==> src/rtl/simple_uart_rx.sv <==
// UART receiver: start bit, DATA_N_BIT data bits LSB first, even parity, one stop bit.
// Define SIMPLE_UART_RX_MAJORITY_EN for 2-of-3 majority sampling of every bit (needs CLK_PER_BIT >= 6).
module simple_uart_rx #(
    parameter int DATA_N_BIT = 8,
    parameter int BAUD_RATE  = 10,
    parameter int F_CLK_Hz   = 100
) (
    input  logic                  clk,
    input  logic                  sync_rst_n,
    input  logic                  uart_din,
    output logic [DATA_N_BIT-1:0] dout,
    output logic                  dout_valid,
    output logic                  parity_err,
    output logic                  frame_err
);

    localparam int CLK_PER_BIT = F_CLK_Hz / BAUD_RATE;
    localparam int CNT_W       = $clog2(CLK_PER_BIT + 1) + 1;
    localparam int BIT_W       = $clog2(DATA_N_BIT) + 1;

    // Majority decisions land one cycle after the centre sample; reloading the
    // counter with 1 keeps the decision-to-decision spacing at CLK_PER_BIT.
`ifdef SIMPLE_UART_RX_MAJORITY_EN
    localparam int              MIN_CPB    = 6;
    localparam logic [CNT_W-1:0] START_DEC  = CNT_W'(CLK_PER_BIT / 2);
    localparam logic [CNT_W-1:0] BIT_DEC    = CNT_W'(CLK_PER_BIT);
    localparam logic [CNT_W-1:0] CNT_RELOAD = CNT_W'(1);
`else
    localparam int              MIN_CPB    = 4;
    localparam logic [CNT_W-1:0] START_DEC  = CNT_W'(CLK_PER_BIT / 2 - 1);
    localparam logic [CNT_W-1:0] BIT_DEC    = CNT_W'(CLK_PER_BIT - 1);
    localparam logic [CNT_W-1:0] CNT_RELOAD = '0;
`endif

    generate
        if (CLK_PER_BIT < MIN_CPB) begin : g_cpb_check
            $error("simple_uart_rx: F_CLK_Hz/BAUD_RATE is too small");
        end
    endgenerate

    typedef enum logic [2:0] {
        IDLE,
        START,
        DATA,
        PARITY,
        STOP
    } state_t;

    logic                  sync1_q;
    logic                  sync2_q;
    logic                  line_d_q;
    logic [2:0]            line_ok_q;
    logic                  line_s;
    logic                  bit_sample;
    state_t                state_q,      state_d;
    logic [CNT_W-1:0]      clk_cnt_q,    clk_cnt_d;
    logic [BIT_W-1:0]      bit_cnt_q,    bit_cnt_d;
    logic [DATA_N_BIT-1:0] shift_q,      shift_d;
    logic                  par_bit_q,    par_bit_d;
    logic [DATA_N_BIT-1:0] dout_q,       dout_d;
    logic                  dout_valid_q, dout_valid_d;
    logic                  parity_err_q, parity_err_d;
    logic                  frame_err_q,  frame_err_d;

    assign line_s = sync2_q;

`ifdef SIMPLE_UART_RX_MAJORITY_EN
    logic line_dd_q;
    assign bit_sample = (line_dd_q & line_d_q) | (line_dd_q & line_s) | (line_d_q & line_s);
`else
    assign bit_sample = line_s;
`endif

    always_comb begin
        state_d      = state_q;
        clk_cnt_d    = clk_cnt_q + CNT_W'(1);
        bit_cnt_d    = bit_cnt_q;
        shift_d      = shift_q;
        par_bit_d    = par_bit_q;
        dout_d       = dout_q;
        dout_valid_d = 1'b0;
        parity_err_d = 1'b0;
        frame_err_d  = 1'b0;

        case (state_q)
            IDLE: begin
                clk_cnt_d = '0;
                bit_cnt_d = '0;
                // line_ok_q[2] masks the reset-value 1s still draining out of the synchroniser
                if (line_ok_q[2] && line_d_q && !line_s) begin
                    state_d = START;
                end
            end
            START: begin
                if (clk_cnt_q == START_DEC) begin
                    if (!bit_sample) begin
                        state_d   = DATA;
                        clk_cnt_d = CNT_RELOAD;
                    end else begin
                        state_d   = IDLE;
                        clk_cnt_d = '0;
                    end
                end
            end
            DATA: begin
                if (clk_cnt_q == BIT_DEC) begin
                    clk_cnt_d = CNT_RELOAD;
                    for (int i = 0; i < DATA_N_BIT; i++) begin
                        if (bit_cnt_q == BIT_W'(i)) begin
                            shift_d[i] = bit_sample;
                        end
                    end
                    if (bit_cnt_q == BIT_W'(DATA_N_BIT - 1)) begin
                        state_d = PARITY;
                    end else begin
                        bit_cnt_d = bit_cnt_q + BIT_W'(1);
                    end
                end
            end
            PARITY: begin
                if (clk_cnt_q == BIT_DEC) begin
                    par_bit_d = bit_sample;
                    state_d   = STOP;
                    clk_cnt_d = CNT_RELOAD;
                end
            end
            STOP: begin
                // Leave at the stop-bit midpoint so a back-to-back start edge is not missed
                if (clk_cnt_q == BIT_DEC) begin
                    state_d      = IDLE;
                    clk_cnt_d    = '0;
                    dout_d       = shift_q;
                    dout_valid_d = 1'b1;
                    parity_err_d = par_bit_q ^ (^shift_q);
                    frame_err_d  = ~bit_sample;
                end
            end
            default: begin
                state_d   = IDLE;
                clk_cnt_d = '0;
            end
        endcase
    end

    always_ff @(posedge clk) begin
        if (!sync_rst_n) begin
            sync1_q      <= 1'b1;
            sync2_q      <= 1'b1;
            line_d_q     <= 1'b1;
            line_ok_q    <= '0;
`ifdef SIMPLE_UART_RX_MAJORITY_EN
            line_dd_q    <= 1'b1;
`endif
            state_q      <= IDLE;
            clk_cnt_q    <= '0;
            bit_cnt_q    <= '0;
            shift_q      <= '0;
            par_bit_q    <= 1'b0;
            dout_q       <= '0;
            dout_valid_q <= 1'b0;
            parity_err_q <= 1'b0;
            frame_err_q  <= 1'b0;
        end else begin
            sync1_q      <= uart_din;
            sync2_q      <= sync1_q;
            line_d_q     <= line_s;
            line_ok_q    <= {line_ok_q[1:0], 1'b1};
`ifdef SIMPLE_UART_RX_MAJORITY_EN
            line_dd_q    <= line_d_q;
`endif
            state_q      <= state_d;
            clk_cnt_q    <= clk_cnt_d;
            bit_cnt_q    <= bit_cnt_d;
            shift_q      <= shift_d;
            par_bit_q    <= par_bit_d;
            dout_q       <= dout_d;
            dout_valid_q <= dout_valid_d;
            parity_err_q <= parity_err_d;
            frame_err_q  <= frame_err_d;
        end
    end

    assign dout       = dout_q;
    assign dout_valid = dout_valid_q;
    assign parity_err = parity_err_q;
    assign frame_err  = frame_err_q;

endmodule

==> config.mk <==
export PLATFORM = sky130hd
export DESIGN_NAME = simple_uart_rx
export DESIGN_NICKNAME = d
export VERILOG_FILES = /design/src/rtl/simple_uart_rx.sv
export SDC_FILE = /design/constraint.sdc
export NUM_CORES = 1
export LEC_CHECK = 0
export ABC_AREA = 1
export BUFFER_PORTS_ARGS = -buffer_cell sky130_fd_sc_hd__buf_2
export CAP_MARGIN = 10
export CORE_MARGIN = 2
export CORE_UTILIZATION = 35
export DETAILED_ROUTE_END_ITERATION = 16
export GPL_ROUTABILITY_DRIVEN = 0
export MAX_ROUTING_LAYER = met4
export PLACE_DENSITY = 0.56
export SYNTH_ARGS = -nofsm -noshare
export SYNTH_HDL_FRONTEND = slang
export SYNTH_SLANG_ARGS = --single-unit
==> constraint.sdc <==
create_clock -name clk -period 1.99 [get_ports clk]
set_clock_uncertainty 0.15 [all_clocks]
set_input_delay 0.398 -clock clk [delete_from_list [all_inputs] [get_ports clk]]
set_output_delay 0.398 -clock clk [all_outputs]
set_load 0.03 [all_outputs]
==> results of run 1 <==
state kept, by name, summed over array words and instances, names as in the netlist:
name,cells
dout_valid,1
dout,8
parity_err,1
sync1_q,1
par_bit_q,1
line_ok_q,3
state_q,3
line_d_q,1
clk_cnt_q,5
frame_err,1
shift_q,8
bit_cnt_q,4
bit_sample,1
critical path: stages, from the launching register on:
cell and delay (ns):
dfxtp_1 0.41, ha_1 0.22, nand3_4 0.12, nor2_4 0.35
inv_2 0.07, nor2_2 0.10, nand2_1 0.06, nor2_1 0.07
area by class of cell:
cell class / instances / area [um2] / area share (%)
multi-input cells: 151 / 857 / 42.7
flip-flops and latches: 38 / 761 / 37.9
inverters: 31 / 116 / 5.80
well taps: 67 / 83.8 / 4.18
repair buffers: 15 / 80.1 / 3.99
clock buffers: 5 / 68.8 / 3.43
clock inverters: 3 / 40.0 / 2.00
synthesized netlist by cell type (2+ instances only):
library cell  count  share of area, %
a21oi_1          20               5.7
a21oi_2           2               1.0
buf_2             2              0.57
dfxtp_1          38                43
ha_1              7               5.0
inv_1            27               5.8
inv_2             3              0.64
nand2_1          36               7.7
nand2_2           4               1.4
nand3_1          19               5.4
nor2_1           19               4.1
nor2_2            3               1.1
nor2_4            4               2.6
nor3_1            4               1.1
nor3_2            2               1.1
o21ai_0           8               2.3
o21ai_1           9               2.6
o21ai_2           2               1.0
or2_2             2              0.71
xnor2_1           2               1.0
xor2_1            2               1.0
final timing paths:
| path | start | end | slack (ns) |
|---|---|---|---|
| worst max-delay path | clk_cnt_q[0] | parity_err | 0.37 |
| worst min register to register | line_ok_q[1] | line_ok_q[2] | 0.26 |
| worst min-delay path | uart_din | sync1_q | 0.14 |
| worst max register to register | clk_cnt_q[0] | parity_err | 0.37 |
per-layer routing:
| metal | up-vias | GRT usage [%] |
|---|---|---|
| met5 | - | - |
| met4 | 0 | 6.55 |
| met3 | 7 | 4.42 |
| met2 | 17 | 17.9 |
| met1 | 601 | 17.4 |
| li1 | 754 | - |
where the power goes:
part | total (mW) | switching [mW] | internal [mW]
combinational | 0.228 | 0.155 | 0.0729
sequential | 0.801 | 0.0214 | 0.780
clock | 0.642 | 0.273 | 0.369
total | 1.67 | 0.450 | 1.22
stage by stage:
stage / util, % / std cells / setup slack, ns / hold WS, ns / instance area (um2)
after CTS: 41.9 / 310 / 0.327 / 0.128 / 2010
final: 41.9 / 310 / 0.374 / 0.140 / 2010
after global placement: 39.7 / 302 / 0.396 / 0.248 / 1900
after detailed placement: 39.7 / 302 / 0.338 / 0.248 / 1900
after global routing: 41.9 / 310 / 0.189 / 0.134 / 2010
after floorplan: - / 224 / 0.595 / 0.240 / 1760
kinds of logic (layout without fill, tap and decap cells):
family / after synthesis / after routing / share of synthesized area, %
simple gates: 98 / 98 / 28.8
compound gates: 42 / 42 / 12.9
flops: 38 / 38 / 43.2
buf+inv: 35 / 54 / 8.04
fa+ha+maj: 7 / 7 / 4.98
xor+xnor: 4 / 4 / 1.99
==> impl_metrics.yaml, run 1 <==
drt:
  avgViaCountPerCell: 4.45
  avgRoutedWirePerCell_um: 10.4
  drt_wl_total_um: 3220
  drc: 0
  wl_met2_um: 1320
  drt_iter0_drc: 93
  vias: 1379
  ant_nets: 0
  wl_met3_um: 108
  drt_pass1_iterations: 4
  wl_met1_um: 1720
  routed.top_layer: "met4"
clocking:
  cts_setup_buffers: 0
  cts_inserted_buffers: 5
  cts_sinks: 38
  cts_root_buf: "clkbuf_8"
  cts_tree: "built"
  path_clk_slew_ns: 0.08
  cts_resized: 0
  htreeDepth: 2
  clockBufferDepth: 2
  clkLatencyLatePin_ns: 0.29
  hold_buffers: 0
worst_setup_path:
  required_ns: 2.08
  worstPathArrival_ns: 1.70
  ff2ff_path_depth: 7
  path_max_fanout: 17
  path_class: "flip-flop to flip-flop"
  startpoint_type: "flip-flop"
  crit_path_end_kind: "flip-flop"
global_routing:
  grt_max_degree: 25
  grt_overflow: 0
  grt_pass1_vias: 1127
  antenna_found_initial: 0
  track_usage_pct: 13.2
  grt_pass1_wl_um: 5200
worst_hold_path:
  min_path_cells: 2
  hold_class: "input pin to flip-flop"
timing:
  post-route-period-util_pct: 81.2
  setup_viol: 0
  setup_tns_ns: 0
  fmax_mhz: 619
  rsz0062_at_grt: "no"
  period_needed_ns: 1.62
  drv_slew: 0
  tightest_slew_ns: 0.407
  final_hold_viol_count: 0
  slew-limit-headroom_pct: 72.8
floorplan:
  num_rows: 25
  fp.dieH_um: 74.9
  die_x_um: 74.9
  start_util_pct: 36.8
  core_area_mm2: 0.00479
  io_pins: 14
  dieArea_mm2: 0.00561
yosys:
  yosysWarnings: 0
  ys.flop_type: "dfxtp_1"
  synthCells: 224
  ys_ff_latch: 38
  syn_avg_cell_area_um2: 7.85
  synth-edff-count: 0
  mappedNetlistNets: 234
  synth_cell_types: 30
  ys_seq_area_share_pct: 43.2
  async_flop_share_pct: 0
  syn_area_mm2: 0.00176
layout:
  final_common_cell: "dfxtp_1"
  final_cell_mix: "38 x dfxtp_1, 36 x nand2_1, 27 x inv_1"
  fin_nets: 252
  nFillCells: 496
  area_growth_pct: 14.1
  num_antenna_cells: 0
  layout-drive-gt1-share_pct: 20.6
placement:
  portBuffers: 13
  hpwl_um: 2390
power_and_ir_drop:
  powerDensity_mw_per_mm2: 833
  ir_drop_mv: 0.374
  fin_total_pwr_mw: 1.67
  leakage_nw: 0.835
outcome:
  status: "complete, no violations"
job:
  timing.max_cap.violations: 0
Power figures use the tool's default switching activity.
==> run 2: changes to the inputs <==
Settings changed: PLACE_DENSITY 0.56 to 0.58.
Clock period 1.99 ns to 1.35 ns, I/O delays scaled along.
==> impl_metrics.yaml, run 2 (synthesized netlist as in run 1, its figures left out) <==
clocking:
  clockBufferDepth: 2
  clkLatencyLatePin_ns: 0.29
  cts_tree: "built"
  htreeDepth: 2
  cts_inserted_buffers: 5
  cts_sinks: 38
  path_clk_slew_ns: 0.08
  cts_root_buf: "clkbuf_8"
worst_setup_path:
  required_ns: 1.39
  critPathSlowestCell: "dfxtp_2"
  startpoint_type: "flip-flop"
  cpPeakStageDelay_ns: 0.33
  worstPathArrival_ns: 1.44
  path_class: "flip-flop to flip-flop"
  regToRegSetupSlack_ns: -0.05
  path_buf_inv: 1
  crit_path_end_kind: "flip-flop"
  worstPathCellList: "inv_2, ha_4, nand3_4, nor2_4, nand3_1, o21ai_1, a21oi_1"
  critical-path-top-delay-family: "simple AND/OR/NAND/NOR gates"
  path_max_fanout: 8
timing:
  worst_hold_slack_ns: 0.0121
  period_needed_ns: 1.40
  drv_slew: 0
  setup_tns_ns: -0.345
  final_hold_viol_count: 0
  fmax_mhz: 714
  post-route-period-util_pct: 104
  slew-limit-headroom_pct: 78.5
  setup_viol: 11
  tightest_slew_ns: 0.321
  setup_ws_ns: -0.0498
  rsz0062_at_grt: "yes"
floorplan:
  dieArea_mm2: 0.00561
  io_pins: 14
  start_util_pct: 36.8
  core_area_mm2: 0.00479
  num_rows: 25
  die_x_um: 74.9
  fp.dieH_um: 74.9
worst_hold_path:
  hold_class: "input pin to flip-flop"
global_routing:
  grt_max_degree: 25
  antenna_found_initial: 0
  grt_pass1_vias: 1269
  track_usage_pct: 14.1
  grt_pass1_wl_um: 5640
  grt_overflow: 0
layout:
  fin_nets: 272
  final_cell_mix: "32 x dfxtp_1, 30 x nand2_1, 23 x inv_1"
  nFillCells: 464
  area_growth_pct: 27.9
  final_common_cell: "dfxtp_1"
  multiInputGateArea_um2: 948
  ff_latch_area_um2: 773
  num_antenna_cells: 0
  layout-drive-gt1-share_pct: 36.6
  fin_util_pct: 47.0
  finalNonFillerCells: 329
drt:
  drt_iter0_drc: 79
  drt_wl_total_um: 3460
  vias: 1486
  avgViaCountPerCell: 4.52
  drc: 0
  ant_nets: 0
  drt_pass1_iterations: 4
  avgRoutedWirePerCell_um: 10.5
outcome:
  status: "finished with violations"
  violations: "negative setup slack"
placement:
  place_inst: 319
  hpwl_um: 2470
  portBuffers: 13
power_and_ir_drop:
  ir_drop_mv: 0.591
  leakage_nw: 0.935
  fin_total_pwr_mw: 2.40
  powerDensity_mw_per_mm2: 1070
job:
  timing.max_cap.violations: 0
-- run 2: per-stage QoR --
step / area [um2] / setup WS (ns)
6_report: 2250 / -0.0498
3_5_place_dp: 2050 / -0.101
5_1_grt: 2250 / -0.176
2_1_floorplan: 1770 / 0.00453
3_3_place_gp: 2050 / -0.0647
4_1_cts: 2150 / -0.0584
-- run 2: worst register-to-register path, cell delays in order (launching register included) --
cell and delay (ns):
dfxtp_2 0.33, inv_2 0.06, ha_4 0.13, nand3_4 0.11, nor2_4 0.20, nand3_1 0.13
o21ai_1 0.13, a21oi_1 0.05
-- run 2: routing by layer --
metal | vias to the layer above | global-route usage (%) | part of all wire, %
met5 | - | - | 0
met4 | 0 | 8.53 | 1.9
met3 | 9 | 4.02 | 4.7
met2 | 27 | 19.0 | 43
met1 | 648 | 18.3 | 50
li1 | 802 | - | -
-- run 2: worst paths after layout --
kind / startpoint / end / cells after the start
worst max-delay path: clk_cnt_q[1] / shift_q[2] / 7
worst min-delay path: uart_din / sync1_q / 2
worst max register to register: clk_cnt_q[1] / shift_q[2] / 7
worst min register to register: sync1_q / bit_sample / 1
-- run 2: final cells by class --
cell class              count  area share [%]
repair buffers             35            11.0
clock inverters             2           0.445
well taps                  67            3.73
inverters                  31            5.28
multi-input cells         151            42.2
clock buffers               5            3.06
flip-flops and latches     38            34.4
-- run 2: power by group --
part	internal, mW	switching (mW)
Combinational	0.186	0.272
Clock	0.347	0.401
Sequential	1.15	0.0369
-- run 2: repair_timing --
item,in CTS,in global routing
cloned,0,0
pin swaps,0,11
endpoints found under the hold margin,0,0
hold buffers,0,0
setup buffers,0,3
endpoints found under the setup margin,26,30
resized for setup,10,29
==> run 3: changes to the inputs <==
Settings changed: GPL_TIMING_DRIVEN from default to 0.
==> impl_metrics.yaml, run 3 (synthesized netlist as in run 1, its figures left out) <==
placement:
  place_inst: 304
  place_area_mm2: 0.00192
  hpwl_um: 2400
  portBuffers: 13
power_and_ir_drop:
  fin_total_pwr_mw: 2.79
  powerDensity_mw_per_mm2: 1200
  ir_drop_mv: 0.710
  leakage_nw: 0.936
timing:
  final_hold_viol_count: 0
  setup_viol: 25
  period_needed_ns: 1.45
  slew-limit-headroom_pct: 71.0
  post-route-period-util_pct: 108
  setup_ws_ns: -0.102
  setup_tns_ns: -1.25
  drv_slew: 0
  tightest_slew_ns: 0.435
  fmax_mhz: 689
  rsz0062_at_grt: "yes"
layout:
  final_common_cell: "nand2_1"
  layout-drive-gt1-share_pct: 38.7
  area_growth_pct: 32.4
  finalNonFillerCells: 323
  fin_nets: 265
  num_antenna_cells: 0
  fin_area_mm2: 0.00233
  final_cell_mix: "33 x nand2_1, 29 x dfxtp_1, 22 x inv_1"
  fin_util_pct: 48.7
worst_setup_path:
  startpoint: "clk_cnt_q[1]"
  critPathSlowestCell: "dfxtp_2"
  path_class: "flip-flop to flip-flop"
  startpoint_type: "flip-flop"
  worstPathArrival_ns: 1.49
  r2r-start: "clk_cnt_q[1]"
  worstPathCellList: "inv_2, ha_4, nand3_4, nor2_4, nand3_1, o21ai_1, a21oi_1"
  cpPeakStageDelay_ns: 0.33
  regToRegSetupSlack_ns: -0.10
  required_ns: 1.39
  ff2ff_path_depth: 7
  path_max_fanout: 8
  critical_path.endpoint: "shift_q[1]"
  r2r_end: "shift_q[1]"
  crit_path_end_kind: "flip-flop"
floorplan:
  num_rows: 25
  core_area_mm2: 0.00479
  io_pins: 14
  start_util_pct: 36.8
  die_x_um: 74.9
  fp.dieH_um: 74.9
  dieArea_mm2: 0.00561
clocking:
  cts_sinks: 38
  cts_tree: "built"
  htreeDepth: 2
  cts_inserted_buffers: 5
  clockBufferDepth: 2
  clkLatencyLatePin_ns: 0.29
  cts_root_buf: "clkbuf_8"
  path_clk_slew_ns: 0.08
global_routing:
  grt_pass1_wl_um: 5910
  antenna_found_initial: 0
  grt_overflow: 0
  track_usage_pct: 14.5
  grt_pass1_vias: 1330
  grt_max_degree: 14
drt:
  drt_iter0_drc: 59
  avgRoutedWirePerCell_um: 10.9
  drt_wl_total_um: 3540
  vias: 1467
  drt_pass1_iterations: 4
  drc: 0
  avgViaCountPerCell: 4.54
  ant_nets: 0
outcome:
  status: "finished with violations"
  violations: "negative setup slack"
worst_hold_path:
  hold_class: "input pin to flip-flop"
job:
  timing.max_cap.violations: 0
run 3: layout make-up:
class	instances	area, um2
buffer	4	27.5
clock buffer	5	68.8
clock inverter	3	68.8
fill	493	2460
inverter	31	119
multi-input combinational	151	1020
sequential	38	777
tap	67	83.8
timing repair buffer	24	161
run 3: layer usage:
metal	wire length, um	GRT usage, %	vias to the layer above
met1	1730	18.6	661
met4	51	5.95	0
met3	104	4.02	7
met5	0	-	-
met2	1650	21.6	17
li1	-	-	782
run 3: worst min path at each step:
stage,startpoint,end,slack (ns),depth (start not counted)
after floorplan,sync_rst_n,line_ok_q[0],0.15,0
after global placement,sync1_q,bit_sample,0.25,1
after detailed placement,line_ok_q[0],line_ok_q[1],0.25,2
after CTS,sync_rst_n,line_ok_q[0],0.04,1
after global routing,sync_rst_n,line_ok_q[0],0.04,1
final,sync_rst_n,line_ok_q[0],0.06,1
run 3: per-stage QoR:
step | setup WS (ns) | hold WS, ns
finish | -0.102 | 0.0589
CTS | -0.101 | 0.0409
detailed placement | -0.168 | 0.248
global placement | -0.141 | 0.245
global route | -0.173 | 0.0433
floorplan | 0.00453 | 0.148
run 3: repair_timing:
action | CTS | global route
gates resized for setup | 23 | 36
pin swaps | 7 | 13
cloned | 1 | 0
hold buffers | 1 | 0
setup endpoints to repair | 29 | 31
setup buffers | 4 | 5
hold endpoints to repair | 1 | 0
run 3: worst max-delay path, delay by kind of cell (launching register included):
family	cells	cell delay [ns]
simple gates	3	0.49
flops	1	0.33
compound gates	2	0.19
fa+ha+maj	1	0.13
buf+inv	1	0.07
run 3: where the power goes:
| part | total, mW | internal, mW | switching [mW] |
|---|---|---|---|
| Clock | 1.15 | 0.740 | 0.412 |
| Combinational | 0.440 | 0.162 | 0.278 |
| Sequential | 1.19 | 1.15 | 0.0415 |
| Total | 2.79 | 2.06 | 0.731 |
